File: config.mk
export PLATFORM = sky130hd
export DESIGN_NAME = sat_counter
export DESIGN_NICKNAME = d
export VERILOG_FILES = /design/src/rtl/sat_counter.sv
export SDC_FILE = /design/constraint.sdc
export NUM_CORES = 1
export LEC_CHECK = 0
export CORE_AREA = 5 5 42 44
export CTS_CLUSTER_SIZE = 20
export DETAILED_ROUTE_END_ITERATION = 7
export DIE_AREA = 0 0 47 49
export HOLD_SLACK_MARGIN = 0.06
export PLACE_DENSITY_LB_ADDON = 0.3
export SETUP_SLACK_MARGIN = 0.05
export SLEW_MARGIN = 20
export SYNTH_ARGS = -nofsm -noshare
export SYNTH_HDL_FRONTEND = slang
export SYNTH_SLANG_ARGS = --single-unit
File: constraint.sdc
create_clock -name clk -period 3.1 [get_ports clk]
set_input_delay 0.62 -clock clk [delete_from_list [all_inputs] [get_ports clk]]
set_output_delay 0.62 -clock clk [all_outputs]
set_load 0.05 [all_outputs]
File: src/rtl/sat_counter.sv
// Saturating up-counter with synchronous clear.
// Ports: clk, rst, inc, clr, cnt. inc beats clr (result 1).
module sat_counter #(
  parameter int W = 8
) (
  input  logic         clk,
  input  logic         rst,
  input  logic         inc,
  input  logic         clr,
  output logic [W-1:0] cnt
);

  localparam logic [W-1:0] MAX = '1;
  localparam logic [W-1:0] ONE = W'(1);

  always_ff @(posedge clk) begin
    if (rst) begin
      cnt <= '0;
    end else if (inc) begin
      if (clr) begin
        cnt <= ONE;
      end else if (cnt != MAX) begin
        cnt <= cnt + ONE;
      end
    end else if (clr) begin
      cnt <= '0;
    end
  end

endmodule

==> impl_metrics.xml, run 1 <==
<?xml version="1.0" encoding="UTF-8"?>
<metrics>
  <group name="finish">
    <metric name="final_core_utilization" unit="">0.412</metric>
    <metric name="area_growth" unit="%">30.2</metric>
    <metric name="total_area_of_multi_input_combinational_cells" unit="µm²">260</metric>
    <metric name="biggestRegsByFlops" unit="">cnt x8</metric>
    <metric name="area.sequential" unit="µm²">160</metric>
    <metric name="largest_reg_flops" unit="">8</metric>
    <metric name="final_stage_net_count" unit="">70</metric>
    <metric name="post_route_design_area" unit="µm²">577</metric>
    <metric name="registers.top_by_ff_count" unit="">cnt</metric>
    <metric name="drive_gt1_frac" unit="">0.0952</metric>
    <metric name="final.fill_count" unit="">163</metric>
    <metric name="diodes" unit="">0</metric>
  </group>
  <group name="yosys">
    <metric name="postSynthNetCount" unit="">56</metric>
    <metric name="synthesis.area" unit="µm²">443</metric>
    <metric name="synth_area_per_cell" unit="µm²">8.68</metric>
    <metric name="synth.lib_cells_used.distinct" unit="">29</metric>
    <metric name="synth.top_cells.by_count" unit="">dfxtp_1, a21oi_1, nand2_1</metric>
    <metric name="yosys_register_bits" unit="">8</metric>
    <metric name="ys_seq_area_frac" unit="">0.362</metric>
    <metric name="synth_top_area_frac" unit="">0.362</metric>
    <metric name="synth.most_common_cell" unit="">dfxtp_1</metric>
    <metric name="async_flop_share" unit="">0</metric>
    <metric name="synth_warnings" unit="">0</metric>
    <metric name="synth-main-ff-cell" unit="">dfxtp_1</metric>
    <metric name="synth.top_cells.by_area" unit="">dfxtp_1, a21oi_1, nand2_1</metric>
    <metric name="synth_instances" unit="">51</metric>
    <metric name="top_cell_type_by_total_area_after_synthesis" unit="">dfxtp_1</metric>
    <metric name="synth_edf_count" unit="">0</metric>
  </group>
  <group name="pwr">
    <metric name="total_leakage_power" unit="µW">0.000208</metric>
    <metric name="total_power" unit="µW">208</metric>
    <metric name="power_density" unit="nW/µm²">360</metric>
    <metric name="irDropWorstVdd" unit="mV">0.174</metric>
  </group>
  <group name="worst_setup_path">
    <metric name="crit-reg2reg-capture" unit="">cnt[6]</metric>
    <metric name="critical_path.reg2reg.startpoint" unit="">cnt[0]</metric>
    <metric name="critical_path.cell_chain" unit="">clkdlybuf4s50_1</metric>
    <metric name="startpoint_type" unit="">flip-flop</metric>
    <metric name="crit_fanout" unit="">8</metric>
    <metric name="endpoint_kind" unit="">output port</metric>
    <metric name="cpMaxStageDelayCell" unit="">clkdlybuf4s50_1</metric>
    <metric name="r2r_slack" unit="ns">1.53</metric>
    <metric name="setup.worst_path.class" unit="">flip-flop to output port</metric>
    <metric name="required" unit="ns">2.48</metric>
    <metric name="max_stage_delay" unit="ns">0.86</metric>
    <metric name="arrival" unit="ns">1.58</metric>
    <metric name="timing.critical_path.buf_inv" unit="">1</metric>
    <metric name="crit_family" unit="">buffers and inverters</metric>
    <metric name="reg2regPathDepth" unit="">4</metric>
  </group>
  <group name="timing">
    <metric name="layout_min_cycle_time" unit="ns">2.20</metric>
    <metric name="finalHoldViolCount" unit="">0</metric>
    <metric name="clock.fmax" unit="MHz">454</metric>
    <metric name="post-route-period-util" unit="">0.711</metric>
    <metric name="rsz0062_at_grt" unit="">false</metric>
    <metric name="final-setup-viol-count" unit="">0</metric>
    <metric name="hold_ws" unit="ns">0.518</metric>
    <metric name="clock-skew-final" unit="ns">0.00176</metric>
    <metric name="final_number_of_max_transition_violations" unit="">0</metric>
    <metric name="worstMarginPinSlew" unit="ns">0.501</metric>
    <metric name="totalNegativeSetupSlack" unit="ns">0</metric>
    <metric name="max_slew_margin" unit="">0.665</metric>
  </group>
  <group name="floorplan">
    <metric name="chipHeight" unit="µm">49</metric>
    <metric name="starting_density_of_the_core" unit="">0.316</metric>
    <metric name="std_cell_rows" unit="">14</metric>
    <metric name="die_x" unit="µm">47</metric>
    <metric name="die-area" unit="µm²">2300</metric>
    <metric name="core_footprint" unit="µm²">1400</metric>
    <metric name="io_pins" unit="">12</metric>
  </group>
  <group name="route">
    <metric name="routed-wl-met3" unit="µm">66</metric>
    <metric name="drt-initial-drc-count" unit="">7</metric>
    <metric name="remaining_routing_drc_violations" unit="">0</metric>
    <metric name="wl_per_cell" unit="µm">13.1</metric>
    <metric name="met2_wirelength" unit="µm">450</metric>
    <metric name="routedLengthMet1" unit="µm">505</metric>
    <metric name="uppermost_routed_layer" unit="">met4</metric>
    <metric name="drt_wl_total" unit="µm">1030</metric>
    <metric name="routed-via-count" unit="">449</metric>
    <metric name="detail-route-antenna-nets" unit="">0</metric>
    <metric name="dr.pass1.iters" unit="">2</metric>
    <metric name="detail_route.vias_per_cell" unit="">5.68</metric>
  </group>
  <group name="placed_design">
    <metric name="place_congestion" unit="">0.700</metric>
    <metric name="io_buffer_count" unit="">11</metric>
    <metric name="detailed_place_hpwl" unit="µm">756</metric>
    <metric name="placed_cell_areas" unit="µm²">554</metric>
  </group>
  <group name="clock_network">
    <metric name="numClockSinks" unit="">8</metric>
    <metric name="path_clk_slew" unit="ns">0.05</metric>
    <metric name="clock-root-buffer" unit="">clkbuf_4</metric>
    <metric name="ctsLongestPathBuffers" unit="">2</metric>
    <metric name="quantity_of_hold_fixing_buffers_added_after_cts" unit="">0</metric>
    <metric name="cts_setup_buffers" unit="">0</metric>
    <metric name="cts_max_level" unit="">1</metric>
    <metric name="post_cts.resized_instances" unit="">0</metric>
    <metric name="insertion_delay" unit="ns">0.25</metric>
    <metric name="cts_tree" unit="">built</metric>
    <metric name="cts_made_buffers" unit="">3</metric>
  </group>
  <group name="min_path">
    <metric name="whs_endpoint" unit="">cnt[1]</metric>
    <metric name="worstHoldPathCells" unit="">2</metric>
    <metric name="min_from" unit="">cnt[1]</metric>
    <metric name="worst_hold_path_class" unit="">flip-flop to flip-flop</metric>
  </group>
  <group name="global_routing">
    <metric name="via_count_of_the_first_global_routing_pass" unit="">389</metric>
    <metric name="grt_util_all_layers" unit="">0.0980</metric>
    <metric name="grt_max_degree" unit="">9</metric>
    <metric name="overflow" unit="">0</metric>
    <metric name="grt_first_pass_wirelength" unit="µm">1660</metric>
    <metric name="grt_antenna_before_repair" unit="">0</metric>
  </group>
  <group name="flow_run">
    <metric name="timing.max_cap.violations" unit="">0</metric>
  </group>
  <group name="run_status">
    <metric name="status" unit="">complete, no violations</metric>
  </group>
</metrics>
[cell type report]
type / count / area share
Multi-Input combinational cell: 40 / 0.451
Sequential cell: 8 / 0.278
Timing Repair Buffer: 11 / 0.191
Clock buffer: 3 / 0.0390
Tap cell: 16 / 0.0347
Inverter: 1 / 0.00651
[per-layer routing]
metal,global-route usage,up-vias
li1,-,223
met1,0.139,212
met2,0.138,12
met3,0.0332,2
met4,0.0276,0
met5,0,-
[stage by stage]
stage	cells	worst slack, ns
floorplan	51	1.28
global placement	76	1.02
detailed placement	76	0.999
CTS	79	0.889
global route	79	0.841
finish	79	0.897
[logic make-up after synthesis]
kind of cell / count (synthesis) / share of synthesized area
mux: 1 / 0.0226
flops: 8 / 0.362
compound gates: 17 / 0.249
fa+ha+maj: 1 / 0.0282
buf+inv: 3 / 0.0508
simple gates: 21 / 0.288
[report_power, final]
part	total [µW]	switching [µW]	internal, µW
registers	107	2.35	104
clock network	78.5	34.3	44.2
logic	22.5	12.8	9.63
total	208	49.5	158
[how the worst max path moves through the flow]
stage / startpoint / to / slack, ns / cells after the start
after detailed placement: inc / cnt[6] / 1.0 / 4
after global routing: cnt[3] / cnt[3] / 0.84 / 1
after CTS: cnt[3] / cnt[3] / 0.89 / 1
final: cnt[3] / cnt[3] / 0.90 / 1
after global placement: inc / cnt[6] / 1.02 / 4
after floorplan: cnt[0] / cnt[6] / 1.28 / 4
[placed cells by master (no fill, tap or decap), types with 2 or more instances in the layout]
master / instances
clkbuf_4: 3
nand2_1: 5
nand4_1: 2
a211oi_1: 2
nor2_1: 2
clkdlybuf4s50_1: 11
a31oi_1: 2
nor3_1: 2
a21oi_1: 7
dfxtp_1: 8
Note: power is estimated with default switching activity, not from simulation.
==> run 2: changes to the inputs <==
==> constraint.sdc (replaced) <==
create_clock -name clk -period 2.05 [get_ports clk]
set_input_delay 0.41 -clock clk [delete_from_list [all_inputs] [get_ports clk]]
set_output_delay 0.41 -clock clk [all_outputs]
set_load 0.05 [all_outputs]
==> run 2 against run 1 <==
Compared with the run above:
- hold slack gained 0.0089 ns
- critical path depth is the same
- count of clock-buffer cells in the layout is the same
- clock power grew 55%
- clock skew shrank 0.00063 ns
- cell count grew 2.5%
- non-clock buffer count grew 2
- die area is the same
- total power grew 53%
- critical path type unchanged
==> impl_metrics.xml, run 2 (synthesized netlist as in run 1, its figures left out) <==
<?xml version="1.0" encoding="UTF-8"?>
<metrics>
  <group name="pwr">
    <metric name="power.clock.fraction" unit="">0.384</metric>
    <metric name="irDropWorstVdd" unit="mV">0.284</metric>
    <metric name="seq_power_share" unit="">0.508</metric>
    <metric name="total_switching_power" unit="µW">77.1</metric>
    <metric name="total_leakage_power" unit="µW">0.000269</metric>
    <metric name="netSwitchingFraction" unit="">0.243</metric>
    <metric name="power_density" unit="nW/µm²">530</metric>
    <metric name="internal_power" unit="µW">240</metric>
    <metric name="p_comb_frac" unit="">0.108</metric>
  </group>
  <group name="timing">
    <metric name="layout_min_cycle_time" unit="ns">1.92</metric>
    <metric name="clock.fmax" unit="MHz">521</metric>
    <metric name="final_number_of_max_transition_violations" unit="">0</metric>
    <metric name="max_slew_margin" unit="">0.665</metric>
    <metric name="final-setup-viol-count" unit="">0</metric>
    <metric name="worstMarginPinSlew" unit="ns">0.501</metric>
    <metric name="rsz0062_at_grt" unit="">false</metric>
    <metric name="clock-skew-final" unit="ns">0.00112</metric>
    <metric name="totalNegativeSetupSlack" unit="ns">0</metric>
    <metric name="post-route-period-util" unit="">0.937</metric>
    <metric name="finalHoldViolCount" unit="">0</metric>
  </group>
  <group name="placed_design">
    <metric name="detailed_place_hpwl" unit="µm">745</metric>
    <metric name="placedCellCount" unit="">78</metric>
    <metric name="io_buffer_count" unit="">11</metric>
    <metric name="place_congestion" unit="">0.719</metric>
  </group>
  <group name="route">
    <metric name="remaining_routing_drc_violations" unit="">0</metric>
    <metric name="routed-wl-met3" unit="µm">92</metric>
    <metric name="dr.pass1.iters" unit="">4</metric>
    <metric name="detail-route-antenna-nets" unit="">0</metric>
    <metric name="routedLengthMet1" unit="µm">464</metric>
    <metric name="drt-initial-drc-count" unit="">7</metric>
    <metric name="drt_wl_total" unit="µm">995</metric>
    <metric name="detail_route.vias_per_cell" unit="">5.52</metric>
    <metric name="wl_per_cell" unit="µm">12.3</metric>
    <metric name="met2_wirelength" unit="µm">431</metric>
    <metric name="uppermost_routed_layer" unit="">met4</metric>
    <metric name="routed-via-count" unit="">447</metric>
  </group>
  <group name="worst_setup_path">
    <metric name="timing.critical_path.buf_inv" unit="">1</metric>
    <metric name="max_stage_delay" unit="ns">0.84</metric>
    <metric name="setup.worst_path.class" unit="">flip-flop to output port</metric>
    <metric name="critical_path.cell_chain" unit="">clkdlybuf4s50_1</metric>
    <metric name="crit_fanout" unit="">7</metric>
    <metric name="endpoint_kind" unit="">output port</metric>
    <metric name="startpoint_type" unit="">flip-flop</metric>
    <metric name="arrival" unit="ns">1.51</metric>
    <metric name="crit_family" unit="">buffers and inverters</metric>
    <metric name="cpMaxStageDelayCell" unit="">clkdlybuf4s50_1</metric>
    <metric name="required" unit="ns">1.64</metric>
  </group>
  <group name="global_routing">
    <metric name="grt_antenna_before_repair" unit="">0</metric>
    <metric name="via_count_of_the_first_global_routing_pass" unit="">426</metric>
    <metric name="overflow" unit="">0</metric>
    <metric name="grt_util_all_layers" unit="">0.107</metric>
    <metric name="grt_max_degree" unit="">9</metric>
    <metric name="grt_first_pass_wirelength" unit="µm">1810</metric>
  </group>
  <group name="finish">
    <metric name="final_stage_net_count" unit="">72</metric>
    <metric name="most-common-layout-cells" unit="">dfxtp_1, clkdlybuf4s50_1, a21oi_1</metric>
    <metric name="registers.top_by_ff_count" unit="">cnt</metric>
    <metric name="area.sequential" unit="µm²">160</metric>
    <metric name="final.fill_count" unit="">157</metric>
    <metric name="diodes" unit="">0</metric>
    <metric name="area_growth" unit="%">35.3</metric>
    <metric name="biggestRegsByFlops" unit="">cnt x8</metric>
    <metric name="total_area_of_multi_input_combinational_cells" unit="µm²">260</metric>
    <metric name="largest_reg_flops" unit="">8</metric>
    <metric name="drive_gt1_frac" unit="">0.123</metric>
    <metric name="count_of_placed_standard_cells_in_the_final_layout_fillers_left_out" unit="">81</metric>
  </group>
  <group name="clock_network">
    <metric name="cts_max_level" unit="">1</metric>
    <metric name="numClockSinks" unit="">8</metric>
    <metric name="cts_setup_buffers" unit="">0</metric>
    <metric name="cts_tree" unit="">built</metric>
    <metric name="path_clk_slew" unit="ns">0.06</metric>
    <metric name="ctsLongestPathBuffers" unit="">2</metric>
    <metric name="insertion_delay" unit="ns">0.25</metric>
    <metric name="post_cts.resized_instances" unit="">0</metric>
    <metric name="clock-root-buffer" unit="">clkbuf_4</metric>
    <metric name="quantity_of_hold_fixing_buffers_added_after_cts" unit="">0</metric>
    <metric name="cts_made_buffers" unit="">3</metric>
  </group>
  <group name="floorplan">
    <metric name="starting_density_of_the_core" unit="">0.316</metric>
    <metric name="die_x" unit="µm">47</metric>
    <metric name="core_footprint" unit="µm²">1400</metric>
    <metric name="chipHeight" unit="µm">49</metric>
    <metric name="std_cell_rows" unit="">14</metric>
    <metric name="io_pins" unit="">12</metric>
    <metric name="die-area" unit="µm²">2300</metric>
  </group>
  <group name="flow_run">
    <metric name="timing.max_cap.violations" unit="">0</metric>
  </group>
  <group name="min_path">
    <metric name="worst_hold_path_class" unit="">flip-flop to flip-flop</metric>
  </group>
  <group name="run_status">
    <metric name="status" unit="">complete, no violations</metric>
  </group>
</metrics>
==> run 2: layout make-up <==
| cell class | instances | area share |
|---|---|---|
| multi-input combinational | 40 | 0.434 |
| inverter | 1 | 0.00626 |
| tap | 16 | 0.0334 |
| clock buffer | 3 | 0.0376 |
| timing repair buffer | 13 | 0.221 |
| sequential | 8 | 0.267 |
==> run 2: power by group through the flow <==
| stage | clock (µW) | sequential [µW] | combinational (µW) |
|---|---|---|---|
| after floorplan | 0 | 172 | 12.9 |
| after global placement | 0 | 164 | 34.6 |
| after detailed placement | 0 | 165 | 34.5 |
| after CTS | 126 | 161 | 34.6 |
| after global routing | 139 | 162 | 37.3 |
| final | 122 | 161 | 34.2 |
==> run 2: worst paths after layout <==
kind                             start      to  slack (ns)  cells after the start
worst max-delay path            cnt[7]  cnt[7]        0.13                      1
worst min-delay path            cnt[1]  cnt[1]        0.53                      2
worst max register to register  cnt[0]  cnt[6]        0.50                      4
worst min register to register  cnt[1]  cnt[1]        0.53                      2
==> run 2: metrics by stage <==
stage                     setup WS (ns)  total power [µW]  utilization  cell area [µm²]  hold slack (ns)
after CTS                        0.0687               322        0.422              592            0.528
after floorplan                   0.227               185            -              443            0.479
final                             0.130               317        0.428              599            0.527
after detailed placement          0.307               199        0.406              569            0.514
after global routing             0.0846               338        0.428              599            0.573
after global placement            0.319               199        0.406              569            0.506
==> run 2: per-layer routing <==
| metal | vias to the layer above | global-route usage |
|---|---|---|
| met4 | 0 | 0.0553 |
| met1 | 197 | 0.146 |
| met3 | 2 | 0.0443 |
| li1 | 227 | - |
| met2 | 21 | 0.140 |
| met5 | - | 0 |
==> run 2: worst register-to-register path, stage by stage (launching register included) <==
cell	delay, ns
dfxtp_1	0.43
ha_1	0.27
nand3_1	0.13
or4b_1	0.48
o211a_1	0.14
